===== src/rtl/dsram_req_ctrl.sv =====
// ---------------------------------------------------------------------------
// dsram_req_ctrl
//
// Data-SRAM request controller sitting between the EX/MEM stages and the
// SRAM-like data bus (req / addr_ok / data_ok). One transaction is in flight
// at a time. The request is held on the bus until the address handshake,
// then the controller waits for data_ok and hands the response to MEM.
// A WB flush (exception or ertn) cancels the in-flight transaction without
// ever withdrawing a bus request before addr_ok; the matching data_ok is
// still consumed, but no response is produced.
//
// Optional feature macro: DSRAM_RESP_BYPASS_EN
//   defined   : a clean data_ok in WAIT is forwarded to MEM combinationally
//               in the same cycle; it is captured into RESP only if MEM is
//               not ready.
//   undefined : the response always goes through the RESP register, so
//               ms_resp_* are pure register outputs.
//
// Ports
//   clk, reset                 clock, synchronous active-high reset
//   es_req_valid/accept        EX request handshake
//   es_req_wr/size/wstrb/
//   es_req_addr/wdata          EX request payload
//   data_sram_req/wr/size/
//   wstrb/addr/wdata           bus request, driven from hold registers
//   data_sram_addr_ok          bus address handshake
//   data_sram_data_ok/rdata    bus read data / write acknowledge
//   ms_resp_valid/rdata/ready  response to the MEM stage (rdata 0 for stores)
//   wb_exc, wb_ertn            flush requests from WB
//
// State | meaning
// ------+-----------------------------------------------------------------
// IDLE  | no transaction; accepting from EX unless flushing
// REQ   | data_sram_req high, waiting for addr_ok (never withdrawn)
// WAIT  | address accepted, waiting for data_ok
// RESP  | registered response presented to MEM until ready or flush
// ---------------------------------------------------------------------------
module dsram_req_ctrl (
    input  logic        clk,
    input  logic        reset,

    input  logic        es_req_valid,
    output logic        es_req_accept,
    input  logic        es_req_wr,
    input  logic [1:0]  es_req_size,
    input  logic [3:0]  es_req_wstrb,
    input  logic [31:0] es_req_addr,
    input  logic [31:0] es_req_wdata,

    output logic        data_sram_req,
    output logic        data_sram_wr,
    output logic [1:0]  data_sram_size,
    output logic [3:0]  data_sram_wstrb,
    output logic [31:0] data_sram_addr,
    output logic [31:0] data_sram_wdata,
    input  logic        data_sram_addr_ok,
    input  logic        data_sram_data_ok,
    input  logic [31:0] data_sram_rdata,

    output logic        ms_resp_valid,
    output logic [31:0] ms_resp_rdata,
    input  logic        ms_resp_ready,

    input  logic        wb_exc,
    input  logic        wb_ertn
);

    localparam logic [1:0] S_IDLE = 2'd0;
    localparam logic [1:0] S_REQ  = 2'd1;
    localparam logic [1:0] S_WAIT = 2'd2;
    localparam logic [1:0] S_RESP = 2'd3;

    logic [1:0]  state;
    logic [1:0]  state_nxt;
    logic        discard;
    logic        discard_nxt;
    logic        cap_resp;
    logic        flush;
    logic        req_take;
    logic        data_clean;

    logic        wr_q;
    logic [1:0]  size_q;
    logic [3:0]  wstrb_q;
    logic [31:0] addr_q;
    logic [31:0] wdata_q;
    logic [31:0] resp_rdata_q;
    logic [31:0] resp_rdata_d;

    assign flush = wb_exc | wb_ertn;

    // Accept is also held low during the reset cycle itself.
    assign es_req_accept = (state == S_IDLE) & ~flush & ~reset;
    assign req_take      = es_req_valid & es_req_accept;

    // A data_ok that still belongs to a live (non-cancelled) transaction.
    assign data_clean    = (state == S_WAIT) & data_sram_data_ok & ~discard & ~flush;

    // Stores return zero to MEM.
    assign resp_rdata_d  = wr_q ? 32'h0 : data_sram_rdata;

    always_comb begin
        state_nxt   = state;
        discard_nxt = discard;
        cap_resp    = 1'b0;
        case (state)
            S_IDLE: begin
                if (req_take) begin
                    state_nxt   = S_REQ;
                    discard_nxt = 1'b0;
                end
            end
            S_REQ: begin
                if (flush)             discard_nxt = 1'b1;
                if (data_sram_addr_ok) state_nxt   = S_WAIT;
            end
            S_WAIT: begin
                if (flush) discard_nxt = 1'b1;
                if (data_sram_data_ok) begin
                    if (!data_clean) begin
                        state_nxt = S_IDLE;
                    end else begin
`ifdef DSRAM_RESP_BYPASS_EN
                        if (ms_resp_ready) begin
                            state_nxt = S_IDLE;
                        end else begin
                            state_nxt = S_RESP;
                            cap_resp  = 1'b1;
                        end
`else
                        state_nxt = S_RESP;
                        cap_resp  = 1'b1;
`endif
                    end
                end
            end
            S_RESP: begin
                if (ms_resp_ready | flush) state_nxt = S_IDLE;
            end
            default: state_nxt = S_IDLE;
        endcase
    end

    always_ff @(posedge clk) begin
        if (reset) begin
            state   <= S_IDLE;
            discard <= 1'b0;
        end else begin
            state   <= state_nxt;
            discard <= discard_nxt;
        end
    end

    always_ff @(posedge clk) begin
        if (reset) begin
            wr_q    <= 1'b0;
            size_q  <= 2'd0;
            wstrb_q <= 4'd0;
            addr_q  <= 32'h0;
            wdata_q <= 32'h0;
        end else if (req_take) begin
            wr_q    <= es_req_wr;
            size_q  <= es_req_size;
            wstrb_q <= es_req_wstrb;
            addr_q  <= es_req_addr;
            wdata_q <= es_req_wdata;
        end
    end

    always_ff @(posedge clk) begin
        if (reset) begin
            resp_rdata_q <= 32'h0;
        end else if (cap_resp) begin
            resp_rdata_q <= resp_rdata_d;
        end
    end

    assign data_sram_req   = (state == S_REQ);
    assign data_sram_wr    = wr_q;
    assign data_sram_size  = size_q;
    assign data_sram_wstrb = wstrb_q;
    assign data_sram_addr  = addr_q;
    assign data_sram_wdata = wdata_q;

`ifdef DSRAM_RESP_BYPASS_EN
    assign ms_resp_valid = (state == S_RESP) | data_clean;
    assign ms_resp_rdata = data_clean ? resp_rdata_d : resp_rdata_q;
`else
    assign ms_resp_valid = (state == S_RESP);
    assign ms_resp_rdata = resp_rdata_q;
`endif

endmodule


===== config.mk =====
export PLATFORM = sky130hd
export DESIGN_NAME = dsram_req_ctrl
export DESIGN_NICKNAME = d
export VERILOG_FILES = /design/src/rtl/dsram_req_ctrl.sv
export SDC_FILE = /design/constraint.sdc
export NUM_CORES = 1
export LEC_CHECK = 0
export CORE_MARGIN = 1.5
export CORE_UTILIZATION = 38
export DETAILED_ROUTE_END_ITERATION = 10
export PLACE_DENSITY = 0.8
export REMOVE_ABC_BUFFERS = 1
export SLEW_MARGIN = 25
export SYNTH_ARGS = -nofsm -noshare
export SYNTH_HDL_FRONTEND = slang
export SYNTH_SLANG_ARGS = --single-unit

===== constraint.sdc =====
create_clock -name clk -period 2.2 [get_ports clk]
set_input_delay 0.44 -clock clk [delete_from_list [all_inputs] [get_ports clk]]
set_output_delay 0.44 -clock clk [all_outputs]
set_load 0.03 [all_outputs]

# After elaboration in Yosys (flattened, before gate mapping)
# Index checks and enable logic that the tools add are counted.
dict set report classes {
  eq_ne 8
  n_mux 13
  n_bitwise 11
  n_reduce_logical 5
}
# op n
set op_table {}
lappend op_table {{$mux W32} 1}
lappend op_table {{$mux W2} 5}
lappend op_table {{$pmux W2 S4} 1}
lappend op_table {{$and A1 B1 Y1} 6}
lappend op_table {{$ne A2 B1 Y1 const B} 3}
lappend op_table {{$mux W1} 5}
lappend op_table {{$eq A2 B2 Y1 const B} 2}
lappend op_table {{$ne A2 B2 Y1 const B} 2}
lappend op_table {{$reduce_and A4 Y1} 1}
lappend op_table {{$not A1 Y1} 3}
lappend op_table {{$reduce_and A3 Y1} 1}
lappend op_table {{$eq A2 B1 Y1 const B} 1}
lappend op_table {{$logic_not A2 Y1} 1}
lappend op_table {{$or A1 B1 Y1} 2}
lappend op_table {{$pmux W1 S2} 1}
lappend op_table {{$reduce_bool A2 Y1} 1}
lappend op_table {{$reduce_or A2 Y1} 1}
dict set report totals {
  reg_bits 106
  input_bits 111
}

# Longest topological paths before layout
# Gate-level depths: netlist (run 1).
dict set report depth {
  ltp_word 7
  depth_mapped 8
  mapped_depth_nobuf 6
}

# Least setup slack after synthesis (run 1)
# Ideal clock, no wire load.
dict set report synth_path {
  path_type {reg2reg}
  startpoint {register state[0]}
  endpoint {register addr_q[11] (netlist: data_sram_addr[11])}
  setup_slack_ps -510
  t_required_ps 2068
  stages_incl_launch_ff 8
  path_buffers 1
  setup_ps 132
  t_arrival_ps 2578
  cell_sequence {dfxtp_1 inv_1 ha_1 nor4b_1 nand2_1 clkbuf_1 nand2_1 a21oi_1}
}
dict set report synth_between {
  elab_chain_len 4
}
# element line
set synth_rtl {}
lappend synth_rtl {{start, declared} 73} ;# logic [1:0] state;
lappend synth_rtl {{start signal, assigned} 149} ;# state <= state_nxt;
lappend synth_rtl {{$logic_not A2 Y1} 93} ;# assign es_req_accept = (state == S_IDLE) & ~flush & ~reset;
lappend synth_rtl {{$and A1 B1 Y1 (2 in series)} 93}
lappend synth_rtl {{via es_req_accept} 43} ;# output logic es_req_accept,
lappend synth_rtl {{$and A1 B1 Y1} 94} ;# assign req_take = es_req_valid & es_req_accept;
lappend synth_rtl {{end signal, assigned} 165} ;# addr_q <= es_req_addr;
lappend synth_rtl {{end, declared} 85} ;# logic [31:0] addr_q;
# The timed path passes the listed nets, and every way through them passes these cells.
# A chain may end at the register's enable or synchronous reset.

# Final worst setup path (run 1)
dict set report layout_path {
  startpoint {register state[1]}
  endpoint {output data_sram_req}
}
dict set report layout_between {
  elab_chain_len 1
}
# element line
set layout_rtl {}
lappend layout_rtl {{$eq A2 B1 Y1} 178} ;# assign data_sram_req = (state == S_REQ);
lappend layout_rtl {{end, declared} 50} ;# output logic data_sram_req,
# Every way passes these cells.

==> flow_metrics.py, run 1 <==
metrics = {
    "power_and_ir_drop": {
        "p_per_area_nw_per_um2": 634,
        "intPower_mw": 3.02,
        "swShare_pct": 26.7,
        "power.switching_mw": 1.10,
        "combPwrFrac_pct": 21.0,
        "p_seq_share_pct": 49.5,
        "cellLeakagePower_nw": 2.18,
        "power_frac_clock_pct": 29.6,
        "ir_worst_vdd_mv": 0.339,
    },
    "timing": {
        "period_minus_slack_ns": 2.13,
        "worst_pin_slew_ns": 0.900,
        "finalHoldViolCount": 0,
        "drv_slew": 0,
        "setup_viol": 0,
        "slew_headroom_pct": 40.0,
        "clock.fmax_ghz": 0.470,
        "fin_ws_ns": 0.0744,
        "fin_skew_ns": 0.00801,
        "tns_ns": 0,
        "rsz0062_at_grt": "false",
        "post-route-period-util_pct": 96.6,
    },
    "cells_and_area": {
        "syn2layout_area_growth_pct": 65.8,
        "drive_gt1_share_pct": 5.92,
        "fin_nets": 804,
        "n_antenna_cell": 0,
        "stdcell_count": 826,
    },
    "place": {
        "io_buffers": 216,
        "place_inst": 810,
        "place_ws_ns": -0.0658,
        "gp_congestion": 0.820,
        "dp_hpwl_um": 8690,
    },
    "worst_setup_path": {
        "r2r_cells": 8,
        "critical_path_depth": 3,
        "crit_path_end_kind": "output port",
        "worstSetupPathType": "register to output port",
        "critPathMaxFanout": 5,
        "crit_buf_inv": 2,
        "critPathMaxStageDelay_ns": 0.68,
        "cp-start-kind": "register",
        "path_cells": "inv_1 > ha_1 > clkdlybuf4s50_1",
        "critPathSlowestCell": "clkdlybuf4s50_1",
        "crit_required_ns": 1.76,
        "cp_top_family": "buffers and inverters",
        "worstPathArrival_ns": 1.69,
    },
    "drt": {
        "vias_per_cell": 4.84,
        "drt_iter0_markers": 200,
        "wl_per_cell_um": 14.5,
        "antenna_left": 0,
        "drtPass1Iterations": 4,
        "vias": 3997,
        "routed_wl_um": 12000,
        "drcViolationCount": 0,
    },
    "floorplanning": {
        "initial_core_util_pct": 39.7,
        "die_y_um": 104,
        "die_area_um2": 10900,
        "num_rows": 36,
        "core_um2": 9860,
        "io_pins": 217,
        "die_w_um": 104,
    },
    "yosys": {
        "netlist_area_um2": 3910,
        "ys_ff_latch": 106,
        "synth-edff-count": 0,
        "yosysMostFrequentCell": "nand2_1",
        "syn_inst": 480,
        "synth_flop_cell": "dfxtp_1",
        "synth_area_leaders": "dfxtp_1 (54%), nand2_1 (17%), a21oi_1 (13%), nand3b_1 (6.1%), clkbuf_1 (2.7%)",
        "yosysTopAreaCell": "dfxtp_1",
        "synth_seq_area_share_pct": 54.2,
        "ys_types": 21,
        "yosys.area.top_type_share_pct": 54.2,
        "async_flop_share_pct": 0,
        "yosys_warnings": 0,
        "netlist_top_cells_count": "nand2_1 (175), dfxtp_1 (106), a21oi_1 (105)",
        "syn-mean-instance-area_um2": 8.15,
    },
    "global_route": {
        "grt_pass1_vias": 3904,
        "grt-ovfl-total": 0,
        "grt_pass1_wl_um": 18700,
        "grt_max_degree": 86,
        "gr-usage-all-layers_pct": 21.5,
        "antenna_found_initial": 0,
    },
    "worst_hold_path": {
        "worstHoldPathCells": 2,
        "hold_class": "register to register",
    },
    "cts": {
        "htree_levels": 3,
        "clkTransAtPathRegs_ns": 0.09,
        "postCtsSetupRepairBufs": 0,
        "cts_tree": "done",
        "cts.sinks": 106,
        "cts_buffer_depth": 2,
        "cts_made_buffers": 9,
        "cts-root-buf": "clkbuf_8",
        "clkLatencyLatePin_ns": 0.36,
    },
    "status": {
        "status": "complete, no violations",
    },
    "run": {
        "maxCapViolations": 0,
    },
}
-- registers in the layout (all words and copies together), names as in the netlist --
register / flops
data_sram_wdata: 32
data_sram_wr: 1
data_sram_addr: 32
discard: 1
state: 2
data_sram_wstrb: 4
ms_resp_rdata: 32
data_sram_size: 2
-- cell families after synthesis --
kind of cell    synth area share, %
simple gates                   25.4
compound gates                 14.6
flops                          54.2
buf+inv                        4.19
fa+ha+maj                      1.60
-- stage by stage --
stage / util (%) / cell area, um^2 / power (mW) / hold WS (ns)
2_1_floorplan: - / 3760 / 2.46 / 0.491
3_3_place_gp: 63.7 / 6280 / 2.91 / 0.438
3_5_place_dp: 63.7 / 6280 / 2.94 / 0.446
4_1_cts: 65.7 / 6480 / 4.15 / 0.460
5_1_grt: 65.8 / 6490 / 4.31 / 0.468
6_report: 65.8 / 6490 / 4.11 / 0.457
-- power groups by stage --
| stage | sequential, mW | combinational (mW) | clock [mW] |
|---|---|---|---|
| finish | 2.03 | 0.862 | 1.22 |
| detailed placement | 2.08 | 0.859 | 0 |
| global placement | 2.07 | 0.842 | 0 |
| global route | 2.04 | 0.918 | 1.35 |
| CTS | 2.03 | 0.865 | 1.26 |
| floorplan | 2.18 | 0.278 | 0 |
-- layer usage --
metal  vias to the layer above  routed length [um]  GRT usage (%)
met2                       133                6060           37.5
li1                       1984                   -              -
met3                        43                 601           4.51
met5                         -                   0              0
met1                      1837                4780           23.3
met4                         0                 575           14.2
-- path summary, 6_finish.rpt --
path                            slack [ns]                           start                         endpoint
worst max-delay path                  0.07           state[1]$_SDFFE_PP0P_                    data_sram_req
worst min-delay path                  0.46  ms_resp_rdata[14]$_SDFFE_PP0P_   ms_resp_rdata[14]$_SDFFE_PP0P_
worst max register to register        0.32           state[0]$_SDFFE_PP0P_  data_sram_addr[13]$_SDFFE_PP0P_
worst min register to register        0.46  ms_resp_rdata[14]$_SDFFE_PP0P_   ms_resp_rdata[14]$_SDFFE_PP0P_
-- timing repair --
| action | CTS | global route |
|---|---|---|
| resized for setup | 0 | 1 |
| hold buffers | 0 | 0 |
| endpoints found under the setup margin | 0 | 1 |
-- worst register-to-register path, delay by kind of cell (launching register included) --
| family | cells | cell delay, ns |
|---|---|---|
| flops | 1 | 0.37 |
| compound gates | 1 | 0.14 |
| fa+ha+maj | 1 | 0.24 |
| simple gates | 3 | 0.56 |
| buf+inv | 3 | 0.49 |
-- final cells by class --
cell class | instances | area [um^2]
well taps | 133 | 166
multi-input cells | 335 | 1630
inverters | 2 | 7.51
flip-flops and latches | 106 | 2120
repair buffers | 234 | 2350
fillers | 792 | 3380
clock inverters | 5 | 52.6
clock buffers | 11 | 151
-- cells in the final DEF, fill, tap and decap left out, types with 2 or more instances in the layout --
master	count
clkdlybuf4s50_1	214
clkbuf_8	11
nand2_1	174
a21oi_1	105
dfxtp_1	106
nor4b_1	2
clkinv_2	3
buf_12	5
inv_1	2
buf_4	15
nand3b_1	32
ha_1	4
nor2b_1	2
nor2_1	5
Power figures use the tool's default switching activity.
==> run 2: changes to the inputs <==
CAP_MARGIN = 40   (was not set)
CORE_UTILIZATION = 41   (was 38)
PLACE_DENSITY = 0.86   (was 0.8)
clock period = 2.7 ns   (was 2.2 ns; I/O delays follow)
==> run 2 against run 1 <==
- worst hold slack lost 0.0039 ns
- clock power shrank 19%
- count of clock-buffer cells in the layout shrank 2
- critical path depth grew 1
- sequential power shrank 18%
- cell area shrank 2.2%
- largest power group unchanged
==> flow_metrics.py, run 2 (same netlist as run 1, synthesis figures left out) <==
metrics = {
    "power_and_ir_drop": {
        "p_per_area_nw_per_um2": 522,
        "total_power_mw": 3.31,
        "ir_worst_vdd_mv": 0.507,
        "cellLeakagePower_nw": 2.10,
    },
    "status": {
        "status": "complete, no violations",
    },
    "worst_setup_path": {
        "cp-start-kind": "register",
        "critPathMaxFanout": 5,
        "cp_top_family": "simple AND/OR/NAND/NOR gates",
        "crit_buf_inv": 2,
        "worstPathArrival_ns": 1.90,
        "critPathSlowestCell": "nor4b_1",
        "critPathMaxStageDelay_ns": 0.52,
        "crit_path_end_kind": "output port",
        "worstSetupPathType": "register to output port",
        "critical_path_depth": 4,
        "path_cells": "inv_1 > ha_1 > nor4b_1 > buf_4",
        "crit_required_ns": 2.16,
        "r2r_cells": 7,
    },
    "timing": {
        "rsz0062_at_grt": "false",
        "fin_ws_ns": 0.264,
        "period_minus_slack_ns": 2.44,
        "worst_pin_slew_ns": 0.822,
        "drv_slew": 0,
        "fin_skew_ns": 0.0234,
        "tns_ns": 0,
        "slew_headroom_pct": 45.2,
        "post-route-period-util_pct": 90.2,
        "setup_viol": 0,
        "finalHoldViolCount": 0,
        "clock.fmax_ghz": 0.410,
    },
    "cts": {
        "hold_buffers": 0,
        "clkTransAtPathRegs_ns": 0.11,
        "cts.repair.resized": 0,
        "cts_buffer_depth": 2,
        "htree_levels": 3,
        "cts-root-buf": "clkbuf_8",
        "cts_made_buffers": 9,
        "cts_tree": "done",
        "cts.sinks": 106,
        "postCtsSetupRepairBufs": 0,
        "clkLatencyLatePin_ns": 0.36,
    },
    "drt": {
        "drt_iter0_markers": 158,
        "drtPass1Iterations": 6,
        "vias": 3975,
        "vias_per_cell": 4.90,
        "routed_wl_um": 11600,
        "drcViolationCount": 0,
        "antenna_left": 0,
        "wl_per_cell_um": 14.3,
    },
    "cells_and_area": {
        "drive_gt1_share_pct": 4.25,
        "final_cell_mix": "clkdlybuf4s50_1 (214), nand2_1 (174), dfxtp_1 (106), a21oi_1 (105), nand3b_1 (32)",
        "stdcell_count": 811,
        "syn2layout_area_growth_pct": 62.1,
        "n_antenna_cell": 0,
        "final_common_cell": "clkdlybuf4s50_1",
        "fin_nets": 793,
    },
    "place": {
        "gp_congestion": 0.793,
        "place_inst": 795,
        "dp_hpwl_um": 8180,
        "place_ws_ns": 0.213,
        "io_buffers": 216,
    },
    "floorplanning": {
        "num_rows": 35,
        "die_w_um": 101,
        "core_um2": 9240,
        "die_y_um": 101,
        "die_area_um2": 10100,
        "io_pins": 217,
        "initial_core_util_pct": 42.3,
    },
    "global_route": {
        "gr-usage-all-layers_pct": 22.2,
        "grt_max_degree": 79,
        "grt_pass1_vias": 3791,
        "grt_pass1_wl_um": 18000,
        "grt-ovfl-total": 0,
        "antenna_found_initial": 0,
    },
    "run": {
        "maxCapViolations": 0,
    },
    "worst_hold_path": {
        "hold_class": "register to register",
        "worstHoldPathCells": 2,
    },
}
==> run 2: per-stage QoR <==
stage / utilization [%] / instance area [um^2] / hold slack (ns)
floorplan: - / 3760 / 0.491
global placement: 66.5 / 6140 / 0.437
detailed placement: 66.5 / 6140 / 0.442
global route: 68.7 / 6340 / 0.471
finish: 68.7 / 6340 / 0.453
CTS: 68.7 / 6340 / 0.456
==> run 2: power breakdown <==
part / leakage, nW / switching (mW) / internal (mW)
logic: 1.15 / 0.333 / 0.332
registers: 0.856 / 0.0375 / 1.62
clock network: 0.0962 / 0.553 / 0.436
total: 2.10 / 0.924 / 2.39
==> run 2: worst paths after layout <==
path	startpoint	end	slack (ns)
setup / recovery	state[1]$_SDFFE_PP0P_	es_req_accept	0.26
hold / removal	ms_resp_rdata[18]$_SDFFE_PP0P_	ms_resp_rdata[18]$_SDFFE_PP0P_	0.45
setup reg to reg	state[1]$_SDFFE_PP0P_	data_sram_addr[23]$_SDFFE_PP0P_	0.51
hold reg to reg	ms_resp_rdata[18]$_SDFFE_PP0P_	ms_resp_rdata[18]$_SDFFE_PP0P_	0.45
==> run 2: cell type report <==
class / count / area, um^2
clock inverter: 7 / 76.3
multi-input combinational: 335 / 1630
inverter: 2 / 7.51
fill: 720 / 2900
sequential: 106 / 2120
clock buffer: 9 / 124
timing repair buffer: 223 / 2220
tap: 129 / 161
==> run 2: tightest hold or removal path, cell delays in order, from the launching register on <==
cell and delay, ns:
dfxtp_1 0.32, nand2_1 0.05, a21oi_1 0.05
==> run 2: per-layer routing <==
metal	share of wire (%)	global-route usage, %
met5	0	0
met4	1.9	7.91
met3	9.1	7.14
met2	49	38.5
met1	40	25.7
==> run 3: changes to the inputs <==
CORE_MARGIN = 3   (was 1.5)
HOLD_SLACK_MARGIN = 0.1   (was not set)
==> run 3 against run 2 <==
- die area grew 6.0%
- critical path depth unchanged
- count of clock-buffer cells in the layout increased by 1
- wire length rose by 2.7%
- clock skew down 0.0057 ns
- combinational power rose by 1%
- worst hold slack worse by 0.0042 ns
- clock power barely moved
- worst setup slack improved by 0.048 ns
- sequential share of layout area fell by 0.16 points
- critical endpoint unchanged
==> flow_metrics.py, run 3 (same netlist as run 1, synthesis figures left out) <==
metrics = {
    "status": {
        "status": "complete, no violations",
    },
    "global_route": {
        "grt_pass1_wl_um": 19300,
        "gr-usage-all-layers_pct": 21.7,
        "grt_pass1_vias": 3910,
        "antenna_found_initial": 0,
        "grt_max_degree": 70,
        "grt-ovfl-total": 0,
    },
    "worst_setup_path": {
        "worstPathArrival_ns": 1.85,
        "reg2reg_slack_ns": 0.57,
        "r2r-start": "state[0]$_SDFFE_PP0P_",
        "worstSetupPathType": "register to output port",
        "cp-start-kind": "register",
        "crit_path_end_kind": "output port",
        "r2r_cells": 7,
        "crit_required_ns": 2.16,
        "critPathMaxFanout": 5,
        "r2r_end": "data_sram_addr[28]$_SDFFE_PP0P_",
    },
    "cells_and_area": {
        "final_cell_area_um2": 6370,
        "stdcell_count": 812,
        "drive_gt1_share_pct": 4.25,
        "nFillCells": 748,
        "multiInputGateArea_um2": 1630,
        "regArea_um2": 2120,
        "final_cell_mix": "clkdlybuf4s50_1 (214), nand2_1 (174), dfxtp_1 (106), a21oi_1 (105), nand3b_1 (32)",
        "syn2layout_area_growth_pct": 62.9,
        "final_common_cell": "clkdlybuf4s50_1",
        "fin_nets": 794,
        "n_antenna_cell": 0,
    },
    "worst_hold_path": {
        "hold_path.startpoint": "reset",
        "worstHoldPathCells": 2,
        "hold_class": "input pin to register",
        "hold_end": "ms_resp_rdata[5]$_SDFFE_PP0P_",
    },
    "drt": {
        "drtPass1Iterations": 6,
        "vias_per_cell": 4.90,
        "wl_per_cell_um": 14.7,
        "routed_wl_um": 11900,
        "antenna_left": 0,
        "vias": 3982,
        "drt_iter0_markers": 215,
        "drcViolationCount": 0,
    },
    "power_and_ir_drop": {
        "intPower_mw": 2.40,
        "power.switching_mw": 0.921,
        "ir_worst_vdd_mv": 0.346,
        "combPwrFrac_pct": 20.2,
        "p_seq_share_pct": 49.9,
        "p_per_area_nw_per_um2": 521,
        "power_frac_clock_pct": 29.8,
        "swShare_pct": 27.7,
        "cellLeakagePower_nw": 2.12,
    },
    "cts": {
        "cts.sinks": 106,
        "htree_levels": 3,
        "cts_tree": "done",
        "cts_buffer_depth": 2,
        "postCtsSetupRepairBufs": 0,
        "cts.repair.resized": 0,
        "cts-root-buf": "clkbuf_8",
        "cts_made_buffers": 9,
        "clkTransAtPathRegs_ns": 0.11,
        "clkLatencyLatePin_ns": 0.36,
        "hold_buffers": 0,
    },
    "timing": {
        "drv_slew": 0,
        "worst_pin_slew_ns": 0.581,
        "post-route-period-util_pct": 88.5,
        "period_minus_slack_ns": 2.39,
        "tns_ns": 0,
        "setup_viol": 0,
        "slew_headroom_pct": 61.3,
        "rsz0062_at_grt": "false",
        "clock.fmax_ghz": 0.419,
        "finalHoldViolCount": 0,
        "fin_skew_ns": 0.0177,
        "fin_ws_ns": 0.312,
    },
    "floorplanning": {
        "num_rows": 35,
        "die_area_um2": 10800,
        "io_pins": 217,
        "die_w_um": 104,
        "core_um2": 9240,
        "initial_core_util_pct": 42.3,
        "die_y_um": 104,
    },
    "place": {
        "place_inst": 796,
        "io_buffers": 216,
        "gp_congestion": 0.765,
        "dp_hpwl_um": 8730,
        "placed_cell_area_um2": 6180,
        "place_ws_ns": 0.226,
    },
    "run": {
        "maxCapViolations": 0,
    },
}
run 3: routing by layer:
layer / routed length [um] / up-vias / track usage [%]
li1: - / 1966 / -
met1: 4760 / 1837 / 25.1
met2: 6000 / 145 / 38.3
met3: 754 / 34 / 5.05
met4: 408 / 0 / 9.69
met5: 0 / - / 0
run 3: worst max-delay path by stage:
stage                           from                             end  slack [ns]  depth (start not counted)
2_1_floorplan  state[0]$_SDFFE_PP0P_  data_sram_addr[0]$_SDFFE_PP0P_       -0.90                          6
3_3_place_gp                 wb_ertn           state[1]$_SDFFE_PP0P_        0.24                          5
3_5_place_dp            es_req_valid           state[1]$_SDFFE_PP0P_        0.23                          5
4_1_cts        state[1]$_SDFFE_PP0P_                   es_req_accept        0.26                          4
5_1_grt        state[0]$_SDFFE_PP0P_                   es_req_accept        0.10                          4
6_report       state[0]$_SDFFE_PP0P_                   es_req_accept        0.31                          4
run 3: cell type report:
| cell class | count | area share, % |
|---|---|---|
| Timing Repair Buffer | 224 | 35.4 |
| Sequential cell | 106 | 33.3 |
| Multi-Input combinational cell | 335 | 25.6 |
| Tap cell | 129 | 2.53 |
| Clock buffer | 10 | 2.00 |
| Clock inverter | 6 | 1.12 |
| Inverter | 2 | 0.118 |
run 3: metrics by stage:
| step | hold WS, ns | power (mW) | util, % |
|---|---|---|---|
| after global routing | 0.445 | 3.49 | 69.0 |
| after global placement | 0.438 | 2.34 | 66.8 |
| after floorplan | 0.491 | 2.00 | - |
| after detailed placement | 0.445 | 2.36 | 66.8 |
| after CTS | 0.428 | 3.36 | 69.0 |
| final | 0.449 | 3.32 | 69.0 |
run 3: worst max-delay path, cell delays in order (launching register included):
cell	delay, ns
dfxtp_1	0.36
inv_1	0.13
ha_1	0.27
nor4b_1	0.47
buf_4	0.26
run 3: power groups by stage:
| stage | logic (mW) | registers (mW) | clock network (mW) |
|---|---|---|---|
| floorplan | 0.226 | 1.78 | 0 |
| global placement | 0.656 | 1.69 | 0 |
| detailed placement | 0.669 | 1.69 | 0 |
| CTS | 0.675 | 1.66 | 1.03 |
| global route | 0.734 | 1.67 | 1.09 |
| finish | 0.672 | 1.66 | 0.991 |
